<file path="src/rtl/mips_pkg.sv">
// Shared definitions for the 5-stage MIPS pipeline slice.
// Contents:
//   - datapath widths (data word, register index, ALUOp)
//   - opcode constants for the instruction classes the decoder emits
//   - ALUOp encodings
//   - the ID/EX control bundle (CTRL_W bits) as a packed struct
package mips_pkg;

  localparam int DATA_W    = 32;
  localparam int REG_IDX_W = 5;
  localparam int ALUOP_W   = 2;
  localparam int CTRL_W    = 9;

  localparam logic [5:0] OP_RTYPE = 6'h00;
  localparam logic [5:0] OP_LW    = 6'h23;
  localparam logic [5:0] OP_SW    = 6'h2B;
  localparam logic [5:0] OP_BEQ   = 6'h04;

  localparam logic [ALUOP_W-1:0] ALUOP_ADD   = 2'b00;
  localparam logic [ALUOP_W-1:0] ALUOP_SUB   = 2'b01;
  localparam logic [ALUOP_W-1:0] ALUOP_FUNCT = 2'b10;

  // Seven single-bit decoder outputs plus ALUOp; a bubble is simply '0.
  typedef struct packed {
    logic               regdst;
    logic               branch;
    logic               memread;
    logic               memtoreg;
    logic               memwrite;
    logic               alusrc;
    logic               regwrite;
    logic [ALUOP_W-1:0] aluop;
  } ctrl_t;

endpackage

</file>
<file path="src/rtl/hazard_detect.sv">
// Load-use hazard detector (purely combinational).
// Flags when the instruction in EX is a valid load whose destination (rt,
// non-zero) is read by the valid instruction in ID, unless ID is being
// flushed.
// Ports:
//   i_ex_valid, i_ex_memread, i_ex_rt : registered EX-stage fields
//   i_id_valid, i_id_rs, i_id_rt      : ID-stage instruction fields
//   i_flush                           : ID instruction is being killed
//   o_hazard_stall                    : hold PC and IF/ID, bubble EX
module hazard_detect
  import mips_pkg::*;
(
  input  logic                 i_ex_valid,
  input  logic                 i_ex_memread,
  input  logic [REG_IDX_W-1:0] i_ex_rt,
  input  logic                 i_id_valid,
  input  logic                 i_flush,
  input  logic [REG_IDX_W-1:0] i_id_rs,
  input  logic [REG_IDX_W-1:0] i_id_rt,
  output logic                 o_hazard_stall
);

  logic w_load_in_ex;
  logic w_rt_match;

  assign w_load_in_ex = i_ex_valid & i_ex_memread & (i_ex_rt != '0);
  // rt is compared even when ID holds lw/sw; the extra stall is accepted.
  assign w_rt_match   = (i_ex_rt == i_id_rs) | (i_ex_rt == i_id_rt);

  assign o_hazard_stall = w_load_in_ex & w_rt_match & i_id_valid & ~i_flush;

endmodule

</file>
<file path="src/rtl/id_ex_pipe.sv">
// ID/EX pipeline register with load-use bubble insertion.
// Captures decoder control bits and operand data for EX each cycle.
// Update priority: flush (bubble) > hold (freeze) > hazard (bubble) > load.
// Ports:
//   clk, reset                : clock, asynchronous active-high reset
//   id_valid, id_<ctrl>       : decoder outputs for the instruction in ID
//   id_pc4/rd1/rd2/imm        : 32-bit operand data
//   id_rs/rt/rd               : register indices
//   flush, hold               : branch-taken kill, global freeze
//   ex_*                      : registered copies of the id_* fields
//   ex_valid                  : EX holds a real instruction
//   hazard_stall              : combinational stall request to PC / IF/ID
module id_ex_pipe
  import mips_pkg::*;
(
  input  logic                 clk,
  input  logic                 reset,
  input  logic                 id_valid,
  input  logic                 id_regdst,
  input  logic                 id_branch,
  input  logic                 id_memread,
  input  logic                 id_memtoreg,
  input  logic                 id_memwrite,
  input  logic                 id_alusrc,
  input  logic                 id_regwrite,
  input  logic [ALUOP_W-1:0]   id_aluop,
  input  logic [DATA_W-1:0]    id_pc4,
  input  logic [DATA_W-1:0]    id_rd1,
  input  logic [DATA_W-1:0]    id_rd2,
  input  logic [DATA_W-1:0]    id_imm,
  input  logic [REG_IDX_W-1:0] id_rs,
  input  logic [REG_IDX_W-1:0] id_rt,
  input  logic [REG_IDX_W-1:0] id_rd,
  input  logic                 flush,
  input  logic                 hold,
  output logic                 ex_regdst,
  output logic                 ex_branch,
  output logic                 ex_memread,
  output logic                 ex_memtoreg,
  output logic                 ex_memwrite,
  output logic                 ex_alusrc,
  output logic                 ex_regwrite,
  output logic [ALUOP_W-1:0]   ex_aluop,
  output logic [DATA_W-1:0]    ex_pc4,
  output logic [DATA_W-1:0]    ex_rd1,
  output logic [DATA_W-1:0]    ex_rd2,
  output logic [DATA_W-1:0]    ex_imm,
  output logic [REG_IDX_W-1:0] ex_rs,
  output logic [REG_IDX_W-1:0] ex_rt,
  output logic [REG_IDX_W-1:0] ex_rd,
  output logic                 ex_valid,
  output logic                 hazard_stall
);

  ctrl_t                w_id_ctrl;
  logic                 w_stall;
  ctrl_t                r_ctrl;
  logic                 r_valid;
  logic [DATA_W-1:0]    r_pc4, r_rd1, r_rd2, r_imm;
  logic [REG_IDX_W-1:0] r_rs, r_rt, r_rd;

  // Invalid ID slots carry no control, so decoder X never reaches EX.
  assign w_id_ctrl = id_valid ? ctrl_t'{regdst:   id_regdst,
                                        branch:   id_branch,
                                        memread:  id_memread,
                                        memtoreg: id_memtoreg,
                                        memwrite: id_memwrite,
                                        alusrc:   id_alusrc,
                                        regwrite: id_regwrite,
                                        aluop:    id_aluop}
                              : ctrl_t'('0);

  hazard_detect u_hazard_detect (
    .i_ex_valid     (r_valid),
    .i_ex_memread   (r_ctrl.memread),
    .i_ex_rt        (r_rt),
    .i_id_valid     (id_valid),
    .i_flush        (flush),
    .i_id_rs        (id_rs),
    .i_id_rt        (id_rt),
    .o_hazard_stall (w_stall)
  );

  // ID -> EX register stage
  always_ff @(posedge clk or posedge reset) begin
    if (reset) begin
      r_ctrl  <= '0;
      r_valid <= 1'b0;
      r_pc4   <= '0;
      r_rd1   <= '0;
      r_rd2   <= '0;
      r_imm   <= '0;
      r_rs    <= '0;
      r_rt    <= '0;
      r_rd    <= '0;
    end else if (flush || !hold) begin
      // Data always follows ID when not frozen; only control is bubbled.
      r_pc4 <= id_pc4;
      r_rd1 <= id_rd1;
      r_rd2 <= id_rd2;
      r_imm <= id_imm;
      r_rs  <= id_rs;
      r_rt  <= id_rt;
      r_rd  <= id_rd;
      if (flush || w_stall) begin
        r_ctrl  <= '0;
        r_valid <= 1'b0;
      end else begin
        r_ctrl  <= w_id_ctrl;
        r_valid <= id_valid;
      end
    end
  end

  assign ex_regdst    = r_ctrl.regdst;
  assign ex_branch    = r_ctrl.branch;
  assign ex_memread   = r_ctrl.memread;
  assign ex_memtoreg  = r_ctrl.memtoreg;
  assign ex_memwrite  = r_ctrl.memwrite;
  assign ex_alusrc    = r_ctrl.alusrc;
  assign ex_regwrite  = r_ctrl.regwrite;
  assign ex_aluop     = r_ctrl.aluop;
  assign ex_pc4       = r_pc4;
  assign ex_rd1       = r_rd1;
  assign ex_rd2       = r_rd2;
  assign ex_imm       = r_imm;
  assign ex_rs        = r_rs;
  assign ex_rt        = r_rt;
  assign ex_rd        = r_rd;
  assign ex_valid     = r_valid;
  assign hazard_stall = w_stall;

endmodule

</file>
<file path="config.mk">
export PLATFORM = sky130hd
export DESIGN_NAME = id_ex_pipe
export DESIGN_NICKNAME = d
export VERILOG_FILES = /design/src/rtl/mips_pkg.sv /design/src/rtl/hazard_detect.sv /design/src/rtl/id_ex_pipe.sv
export SDC_FILE = /design/constraint.sdc
export NUM_CORES = 1
export LEC_CHECK = 0
export CAP_MARGIN = 20
export CORE_MARGIN = 5
export CORE_UTILIZATION = 30
export DETAILED_ROUTE_END_ITERATION = 8
export PLACE_DENSITY = 0.67
export SETUP_SLACK_MARGIN = 0.2
export SLEW_MARGIN = 20
export SYNTH_ARGS = -nofsm -noshare
export SYNTH_HDL_FRONTEND = slang
export SYNTH_SLANG_ARGS = --single-unit
</file>
<file path="constraint.sdc">
create_clock -name clk -period 5.3 [get_ports clk]
set_input_delay 1.325 -clock clk [delete_from_list [all_inputs] [get_ports clk]]
set_output_delay 1.325 -clock clk [all_outputs]
set_load 0.01 [all_outputs]
</file>
After elaboration in Yosys (flattened, before gate mapping)

Index checks and enable logic that the tools add are counted.

Reduce and logical (&&, ||, !) cells: 4
Bitwise operators: 7
Muxes and demuxes: 3
Equality and inequality tests: 2

Operators by type and width:

| kind                | number |
|---|---|
| two-way mux 9 bit   | 2 |
| equality test 5 bit | 2 |
| bitwise AND 1 bit   | 5 |
| nonzero test 5 bit  | 1 |
| logical OR 1 bit    | 2 |
| zero test 1 bit     | 1 |
| two-way mux 1 bit   | 1 |
| inverter 1 bit      | 1 |
| bitwise OR 1 bit    | 1 |

Output and inout port bits: 154
Logic and storage cells: 32
Register bits after elaboration: 153

Longest topological paths before layout

Depth after elaboration: 7
Mapped depth: 7
Mapped depth without buffers: 5

By module

A second synthesis with hierarchy kept.

Cell total of the unflattened synthesis: 365
Area, all modules: 6192.2 µm²

Modules (own cells, without submodules):

| module        | cells each | area each (µm²) | instances |
|---|---|---|---|
| id_ex_pipe    | 347        | 6052.1          | 1 |
| hazard_detect | 18         | 140.1           | 1 |

Worst setup path before layout

Ideal clock, no wire load.

Path type: input to output
Start point: input id_rs[4]
End point: output hazard_stall
Data required time: 3975 ps
Arrival time: 2108 ps
Path slack: 1867 ps
Stages on the path: 6
Cells stage by stage: xnor2_1 -> nand3_1 -> nor3_1 -> o21ai_1 -> buf_6 -> nor2_1

Word-level cells in the longest chain between the ends: 5

RTL lines:

| what                           | RTL line            | text |
|---|---|---|
| from (decl)                    | id_ex_pipe.sv:31    | `input logic [REG_IDX_W-1:0] id_rs,` |
| equality test 5 bit            | hazard_detect.sv:28 | `assign w_rt_match = (i_ex_rt == i_id_rs) \| (i_ex_rt == i_id_rt);` |
| bitwise OR 1 bit               | hazard_detect.sv:28 |  |
| bitwise AND 1 bit (3 in a row) | hazard_detect.sv:30 | `assign o_hazard_stall = w_load_in_ex & w_rt_match & i_id_valid & ~i_flush;` |
| to (decl)                      | id_ex_pipe.sv:52    | `output logic hazard_stall` |

No other way between the ends.

Worst setup path after layout

Same ends and word-level chain as after synthesis.

==> impl_metrics.yaml <==
power_and_ir_drop:
  finalPower_w: 0.003005
  power.internal_w: 0.002198
  clkPwrFrac_pct: 38.2
  seq_power_share_pct: 43.7
  leakage_nw: 4.680
  switching_power_w: 0.0008062
  p_sw_share_pct: 26.83
  comb_power_share_pct: 18.0
  vdd_ir_drop_max_mv: 0.1999
  p_per_area_nw_per_um2: 305.6
job:
  maxCapViolations: 0
clocking:
  clockBufferDepth: 2
  insertion_delay_ns: 0.41
  h-tree-depth: 4
  cts_sinks: 153
  post_cts_resized: 0
  cts_made_buffers: 17
  path_clk_slew_ns: 0.06
  hold_buffers: 0
  cts_tree: "built"
  cts_setup_buffers: 0
  root_buffer: "clkbuf_16"
synthesis:
  syn_avg_cell_area_um2: 8.999
  synth_compound_area_share_pct: 1.851
  syn_area_um2: 5948
  yosysWarnings: 0
  syn_inst: 661
  syn_nets: 818
  yosysSeqAreaShare_pct: 64.37
  yosys.cell_types.count: 19
  synth_top_family_by_area: "simple AND/OR/NAND/NOR gates"
  muxShareOfSynthArea_pct: 0
  synth_fa_ha_area_share_pct: 0
  ys_ff_latch: 153
  synthSimpleGateAreaFrac_pct: 29.05
  synth-xor-area-share_pct: 1.472
final_layout:
  final_cell_mix: "429 x nand2_1, 310 x clkdlybuf4s50_1, 153 x dfrtp_1"
  drive_above_1_share_pct: 4.107
  num-nets-final: 1118
  fill_cells: 1831
  antennaDiodeCount: 0
  multi_input_area_um2: 1933
  layout_commonest_cell: "nand2_1"
  regArea_um2: 3829
  syn2layout_area_growth_pct: 65.29
timing:
  timing.fmax_mhz: 220.3
  finalClockSkew_ns: 0.006223
  setup-violations-final: 0
  final.setup.tns_ns: 0
  fin_crit_sh_pct: 85.66
  relSlewSlack_pct: 30.44
  drv_slew: 0
  rsz0062_at_grt: "no"
  tightestPinTransition_ns: 1.043
  period_minus_slack_ns: 4.540
  hold_viol: 0
detailed_routing:
  wirelength_um: 18890
  ant_nets: 0
  vias: 5321
  via_per_inst: 4.295
  drtIter0Drc: 154
  wl_per_cell_um: 15.24
  drcViolationCount: 0
  drtPass1Iterations: 4
setup_path:
  slowest_delay_ns: 0.54
  worst-path-buf-inv: 3
  end_kind: "primary output"
  cpMostUsedCell: "clkdlybuf4s50_1"
  path_delay_family: "buffers and inverters"
  cp.arrival_ns: 3.21
  start_kind: "primary input"
  cp_max_fo: 11
  crit_chain: "clkdlybuf4s50_1 > xnor2_1 > nand3_1 > nor3_1 > o21ai_1 > buf_4 > nor2_1 > clkdlybuf4s50_1"
  crit_slowest_cell: "clkdlybuf4s50_1"
  cp_data_required_time_ns: 3.97
  worstSetupPathType: "primary input to primary output"
die:
  die_h_um: 150.8
  floorplan.initialDensity_pct: 30.56
  coreArea_um2: 19460
  die_w_um: 150.8
  ios: 311
  die_area_um2: 22740
  row_count: 51
global_routing:
  grt_pass1_wl_um: 28950
  grt_pass1_vias: 5369
  grt_max_degree: 97
  groute.usage.overall_pct: 16.35
  antenna_found_initial: 2
  globalRouteOverflowTotal: 0
place:
  numPortBuffers: 310
  place_congestion: 0.7841
  hpwl_um: 13630
outcome:
  status: "completed"
hold_path:
  hp-class: "flip-flop to flip-flop"
stage by stage:
stage | setup slack (ns) | area, um^2 | cells | hold WS, ns | utilization, %
after CTS | 0.7338 | 9832 | 1239 | 0.4694 | 50.52
final | 0.7601 | 9832 | 1239 | 0.4625 | 50.52
after detailed placement | 0.7333 | 9278 | 1207 | 0.4545 | 47.67
after floorplan | 1.867 | 5952 | 661 | 0.5018 | -
after global placement | 0.7556 | 9278 | 1207 | 0.4479 | 47.67
after global routing | 0.6097 | 9832 | 1239 | 0.4811 | 50.52
cell families (layout without fill, tap and decap cells):
family,Yosys count,in the layout
simple gates,449,449
flops,153,153
compound gates,12,12
xor+xnor,10,10
buf+inv,37,350
registers in the layout, indices dropped and copies added, names as in the netlist, 2 cells and up:
signal,cells
ex_aluop,2
ex_imm,32
ex_pc4,32
ex_rd,5
ex_rd1,32
ex_rd2,32
ex_rs,5
ex_rt,5
power groups by stage:
stage	combinational [W]	sequential, W	clock, W
after CTS	0.000554	0.00131	0.00119
after floorplan	0.000147	0.00138	0
after global routing	0.000594	0.00133	0.00124
after global placement	0.000550	0.00133	0
final	0.000542	0.00131	0.00115
after detailed placement	0.000552	0.00134	0
tightest hold or removal path, cell delays in order (launching register included):
cell	delay, ns
dfrtp_1	0.34
nand2_1	0.05
nand2_1	0.04
cells in the mapped netlist (all sizes together):
master    n  area (um^2)
nand2   429         1610
dfrtp   153         3829
buf      28        160.2
a32o     10        100.1
nor2b    10        62.56
clkbuf    7        26.28
xnor2     6        52.55
xor2      4        35.03
nand3     3        15.01
nor2      3        18.77
nor3      3        15.01
inv       2        7.510
a21oi     1        5.000
nand2b    1        6.260
o21ai     1        5.000
final cells by class:
cell class              instances  area share (%)
clock inverters                13           1.133
inverters                       2          0.1145
multi-input cells             471           19.66
clock buffers                  19           4.505
flip-flops and latches        153           38.94
repair buffers                316           32.27
well taps                     265           3.372
routing by layer:
metal  vias to the layer above  wire [um]  track usage (%)  share of wire [%]
met5                         -         14                0              0.074
met4                         4        233            4.034                1.2
met3                        17       2404            8.468                 13
met2                       213       8620            26.10                 46
met1                      2473       7612            19.62                 40
li1                       2614          -                -                  -
path summary, 6_finish.rpt:
path,start,end,slack (ns),cells past startpoint
min in group asynchronous,reset,ex_rd2[5]$_DFFE_PP0P_,1.42,2
worst min register to register,ex_rd[0]$_DFFE_PP0P_,ex_rd[0]$_DFFE_PP0P_,0.46,2
worst max-delay path,id_rs[4],hazard_stall,0.76,8
max in group asynchronous,reset,ex_pc4[14]$_DFFE_PP0P_,2.88,3
worst max register to register,ex_rt[4]$_DFFE_PP0P_,ex_valid$_DFFE_PP0P_,3.65,6
worst min-delay path,ex_rd[0]$_DFFE_PP0P_,ex_rd[0]$_DFFE_PP0P_,0.46,2
Power figures use the tool's default switching activity.
